==> src/rtl/unary_pkg.sv <==
// Shared types and helpers for the unary bitstream decoder.
// Result scaling maps a window count onto the INWD-bit binary range.
package unary_pkg;

   typedef enum logic [1:0] {IDLE, ACC, HOLD} udec_state_t;

   localparam int INWD_DEF = 8;
   localparam int INWD_MAX = 32;
   localparam int FIN_W    = 17;

   // Returns {sat, data}; data is right-aligned in the low INWD bits.
   function automatic logic [INWD_MAX:0] scale_to_inwd(input logic [FIN_W-1:0] fin,
                                                       input int winlog,
                                                       input int inwd);
      logic [INWD_MAX:0]   w_ones;
      logic [INWD_MAX-1:0] w_data;
      logic                w_sat;
      w_ones = ((INWD_MAX+1)'(1) << inwd) - (INWD_MAX+1)'(1);
      w_sat  = (fin == (FIN_W'(1) << winlog));
      if (w_sat)
         w_data = w_ones[INWD_MAX-1:0];
      else if (winlog >= inwd)
         w_data = INWD_MAX'(fin >> (winlog - inwd));
      else
         w_data = INWD_MAX'(fin) << (inwd - winlog);
      return {w_sat, w_data};
   endfunction

endpackage

==> src/rtl/unary_win_ctr.sv <==
// Window counter: counts ones and enabled cycles over a 2^WINLOG window.
// oFin folds in the current bit so the closing edge sees the complete count.
module unary_win_ctr
   import unary_pkg::*;
#(
   parameter int WINLOG = 8
) (
   input  logic              clk,
   input  logic              rst,
   input  logic              iClr,
   input  logic              iEn,
   input  logic              iBit,
   output logic [WINLOG:0]   oOnesCnt,
   output logic [WINLOG-1:0] oCycCnt,
   output logic              oLast,
   output logic [WINLOG:0]   oFin
);

   logic [WINLOG:0]   r_ones;
   logic [WINLOG-1:0] r_cyc;

   always_ff @(posedge clk) begin
      if (rst || iClr) begin
         r_ones <= '0;
         r_cyc  <= '0;
      end else if (iEn) begin
         r_ones <= r_ones + (WINLOG+1)'(iBit);
         r_cyc  <= r_cyc + WINLOG'(1);
      end
   end

   assign oOnesCnt = r_ones;
   assign oCycCnt  = r_cyc;
   assign oLast    = iEn & (&r_cyc);
   assign oFin     = r_ones + (WINLOG+1)'(iBit);

endmodule

==> src/rtl/unary_stream_decoder.sv <==
// Decodes a unary bitstream into a scaled binary value over a 2^WINLOG enabled-cycle window.
// Result is presented in HOLD with valid/ready; a start during acceptance chains windows with no bubble.
module unary_stream_decoder
   import unary_pkg::*;
#(
   parameter int INWD   = INWD_DEF,
   parameter int WINLOG = INWD
) (
   input  logic            clk,
   input  logic            rst,
   input  logic            iStart,
   input  logic            iEn,
   input  logic            iBit,
   output logic [INWD-1:0] oData,
   output logic            oVal,
   input  logic            iReady,
   output logic            oSat,
   output logic            oBusy
);

   udec_state_t       r_state, w_next;
   logic              w_clr, w_cnt_en, w_last, w_done;
   logic [WINLOG:0]   w_fin, w_ones_cnt;
   logic [WINLOG-1:0] w_cyc_cnt;
   logic [INWD_MAX:0] w_scaled;
   logic [INWD-1:0]   r_data;
   logic              r_sat;
   logic              w_unused;

   unary_win_ctr #(.WINLOG(WINLOG)) u_ctr (
      .clk      (clk),
      .rst      (rst),
      .iClr     (w_clr),
      .iEn      (w_cnt_en),
      .iBit     (iBit),
      .oOnesCnt (w_ones_cnt),
      .oCycCnt  (w_cyc_cnt),
      .oLast    (w_last),
      .oFin     (w_fin)
   );

   assign w_scaled = scale_to_inwd(FIN_W'(w_fin), WINLOG, INWD);
   assign w_unused = ^{w_scaled[INWD_MAX-1:INWD], w_ones_cnt, w_cyc_cnt};

   // A start in ACC wins over the closing edge: the partial window is dropped.
   always_comb begin
      w_next   = r_state;
      w_clr    = 1'b0;
      w_cnt_en = 1'b0;
      w_done   = 1'b0;
      case (r_state)
         IDLE: begin
            if (iStart) begin
               w_clr  = 1'b1;
               w_next = ACC;
            end
         end
         ACC: begin
            if (iStart) begin
               w_clr = 1'b1;
            end else begin
               w_cnt_en = iEn;
               if (w_last) begin
                  w_done = 1'b1;
                  w_next = HOLD;
               end
            end
         end
         HOLD: begin
            if (iReady) begin
               if (iStart) begin
                  w_clr  = 1'b1;
                  w_next = ACC;
               end else begin
                  w_next = IDLE;
               end
            end
         end
         default: w_next = IDLE;
      endcase
   end

   always_ff @(posedge clk) begin
      if (rst) begin
         r_state <= IDLE;
         r_data  <= '0;
         r_sat   <= 1'b0;
      end else begin
         r_state <= w_next;
         if (w_done) begin
            r_data <= w_scaled[INWD-1:0];
            r_sat  <= w_scaled[INWD_MAX];
         end
      end
   end

   assign oData = r_data;
   assign oSat  = r_sat;
   assign oVal  = (r_state == HOLD);
   assign oBusy = (r_state != IDLE);

endmodule

==> config.mk <==
export PLATFORM = sky130hd
export DESIGN_NAME = unary_stream_decoder
export DESIGN_NICKNAME = d
export VERILOG_FILES = /design/src/rtl/unary_pkg.sv /design/src/rtl/unary_win_ctr.sv /design/src/rtl/unary_stream_decoder.sv
export SDC_FILE = /design/constraint.sdc
export NUM_CORES = 1
export LEC_CHECK = 0
export CAP_MARGIN = 20
export CELL_PAD_IN_SITES_DETAIL_PLACEMENT = 2
export CELL_PAD_IN_SITES_GLOBAL_PLACEMENT = 2
export CORE_ASPECT_RATIO = 0.8
export CORE_MARGIN = 2
export CORE_UTILIZATION = 36
export CTS_CLUSTER_DIAMETER = 80
export DETAILED_ROUTE_END_ITERATION = 10
export PLACE_DENSITY = 0.83
export SKIP_CTS_REPAIR_TIMING = 1
export SLEW_MARGIN = 5
export SYNTH_ARGS = -nofsm -noshare
export SYNTH_HDL_FRONTEND = slang
export SYNTH_SLANG_ARGS = --single-unit
export TNS_END_PERCENT = 100
==> constraint.sdc <==
create_clock -name clk -period 5.3 [get_ports clk]
set_input_delay 0.53 -clock clk [delete_from_list [all_inputs] [get_ports clk]]
set_output_delay 0.53 -clock clk [all_outputs]
set_load 0.02 [all_outputs]
==> summary.md <==
| Metric | Value |
|---|---|
| Outcome | `finished clean` |
| Reg2Reg Depth | `7` |
| Crit path kind | `in2reg` |
| Asr flop ratio synth | `0` |
| Crit end category | `register` |
| Max_cap viols | `0` |
| Routed wire length per instance | `16.4 um` |
| Filler Cell Count | `449` |
| Clk sink count | `28` |
| Overall Global Routing Usage | `0.181` |
| Most common cell in the netlist | `dfxtp_1` |
| Non-filler cells, final | `228` |
| CP arrival | `2.89 ns` |
| FF+latch count, synth | `28` |
| Starting DRT DRC Count | `38` |
| N_diodes | `0` |
| Hold path cells | `2` |
| Crit-path slowest cell | `clkdlybuf4s50_1` |
| Die span in x | `75.3 um` |
| Worst-Skew Late Latency | `0.28 ns` |
| Worst-path clk slew | `0.10 ns` |
| Core footprint | `0.00385 sq mm` |
| WL final | `3740 um` |
| Largest net degree at the start of global routing | `18` |
| Crit path time final | `2.70 ns` |
| Top cells by count, synth | `dfxtp_1 (28), nor2_1 (26), nand2_1 (18)` |
| Fin Setup TNS | `0 ns` |
| CP Launch Type | `primary input` |
| Seq/Total Area, Yosys | `0.383` |
| Hold_ws | `0.489 ns` |
| Initial core utilization | `0.380` |
| DIE AREA | `0.00460 sq mm` |
| Top-level I/O count | `17` |
| Required @ worst endpoint | `5.49 ns` |
| Final setup viols | `0` |
| Area Growth Syn to Fin | `15.3%` |
| Final period util | `0.509` |
| Total grt overflow | `0` |
| Worst Max-Slew Pin Slew | `0.591 ns` |
| CTS tree | `built` |
| Critical path, cell by cell | `clkdlybuf4s50_1, ha_1, ha_1, nand3_2, nor2_1, mux2i_1, nand3_4, a311oi_2` |
| Yosys Warn Count | `0` |
| Post-Synthesis Cells | `163` |
| Via count | `1171` |
| DP Wirelength | `2760 um` |
| # port buffers | `16` |
| Row count | `20` |
| RSZ-0062 raised after global routing | `no` |
| CP startpoint | `iBit` |
| CTS root buf | `clkbuf_8` |
| H-tree levels | `1` |
| Router iterations before antenna repair | `4` |
| Syn Nets | `172` |
| Initial antenna violation count | `0` |
| Worst reg2reg endpoint | `oData[2]` |
| Synthesized cell area | `0.00146 sq mm` |
| Pwr/cell area | `220 mW/mm^2` |
| Slew Viols, Final | `0` |
| DRC viols | `0` |
| Slew Limit Headroom | `0.606` |
| Synth Flop Type | `dfxtp_1` |
| Top-area cell type share of the netlist area | `0.383` |
| Synthesized area per cell | `8.98 sq um` |
| Worst reg2reg path startpoint | `u_ctr.oOnesCnt[0]` |
| Hold Vio Cnt, Final | `0` |
| TritonCTS buffer count | `3` |
| Post-route cell area | `0.00169 sq mm` |
| Crit-path max FO | `8` |
| EDFF count, synth | `0` |
| Ranking of synthesized cells by area | `dfxtp_1 (38%), xor2_1 (8.4%), nor2_1 (6.7%)` |
| Net count, final | `183` |
| Clk_skew | `0.00380 ns` |
| RD Place Congestion | `0.745` |
| Final Total Pwr | `0.371 mW` |
| Pre-CTS setup slack | `2.33 ns` |
| First-pass GRT wire length | `6220 um` |
| Unique masters post-synth | `42` |
| Fmax | `370 MHz` |
| Crit-path max cell delay | `0.46 ns` |
| Dpl cell area | `0.00163 sq mm` |
| Finished Core Util | `0.438` |
| Hold WC Path Type | `reg2reg` |
| Number of global-route vias before repair | `1280` |
| Worst setup path endpoint | `oData[2]` |
| Peak VDD IR | `0.0957 mV` |
| Antenna viol nets, final | `0` |
| CTS max path bufs | `2` |
| Most frequent cell on the critical path | `ha_1` |
| Reg2Reg Setup Slack | `2.96 ns` |
| DP Cell Count | `224` |
| Lkg Pwr | `0.554 nW` |
| Area leader, netlist | `dfxtp_1` |
| Vias per inst | `5.14` |
| Layout cells sized above 1 | `0.104` |
| Final worst slack | `2.60 ns` |
| Die extent in y | `61.0 um` |
## layout by cell type (no fill, tap or decap), drive strengths merged
master         Yosys  layout
a21o               1       1
clkbuf             4       4
xor2              14      14
and4               1       1
or3                2       2
nand3b             2       2
and4b              1       1
a211oi             2       2
ha                 3       3
o21ba              1       1
dfxtp             28      28
nand3              5       5
nand2b             4       4
o21ai              2       2
a311oi             6       6
nand2             18      18
mux2i              1       1
o32ai              1       1
xnor2              5       5
o31ai              2       2
o31a               1       1
or2                3       3
nand4              5       5
a221oi             1       1
a21oi              8       8
or4                1       1
nor2              27      27
and3               3       3
clkdlybuf4s50      0      16
nor2b              1       1
and4bb             1       1
nor3               3       3
## logic make-up after synthesis
kind of cell               after synthesis  synth area share
AOI/OAI and AO/OA                       25             0.143
buffers and inverters                   10            0.0410
muxes                                    1           0.00684
and+or+nand+nor                         77             0.287
adders and majority gates                3            0.0256
DFF                                     28             0.383
xor gates and xnor gates                19             0.114
## critical path: cells and delay by family
family                     cells  cell delay (ns)
muxes                          1             0.38
AOI/OAI and AO/OA              1             0.29
buffers and inverters          1             0.46
adders and majority gates      2             0.55
and+or+nand+nor                3             0.69
## cell type report
cell class | instances | area [sq um] | share of cell area
tap | 55 | 68.8 | 0.0408
clock buffer | 4 | 55.1 | 0.0326
sequential | 28 | 561 | 0.332
timing repair buffer | 16 | 160 | 0.0949
multi-input combinational | 125 | 843 | 0.500
## report_power, final
part / internal (mW) / switching (mW)
Sequential: 0.211 / 0.00123
Clock: 0.0666 / 0.0709
Combinational: 0.00892 / 0.0118
Total: 0.287 / 0.0839
## registers in the layout, summed over array words and instances (netlist names)
name / count
u_ctr.oCycCnt: 8
r_state: 2
oSat: 1
oData: 8
u_ctr.oOnesCnt: 9
## per-layer routing
layer  vias up  share of wire  track usage
li1        586              -            -
met1       566           0.50        0.241
met2        17           0.47        0.314
met3         2          0.032       0.0344
met4         0         0.0040       0.0301
met5         -              0            0
## worst min-delay path by stage
stage	from	endpoint
after floorplan	u_ctr.oOnesCnt[0]	u_ctr.oOnesCnt[0]
after global placement	u_ctr.oOnesCnt[0]	u_ctr.oOnesCnt[0]
after detailed placement	u_ctr.oOnesCnt[0]	u_ctr.oOnesCnt[0]
after CTS	u_ctr.oOnesCnt[0]	u_ctr.oOnesCnt[0]
after global routing	u_ctr.oOnesCnt[0]	u_ctr.oOnesCnt[0]
final	u_ctr.oCycCnt[1]	u_ctr.oCycCnt[1]
Power figures use the tool's default switching activity.
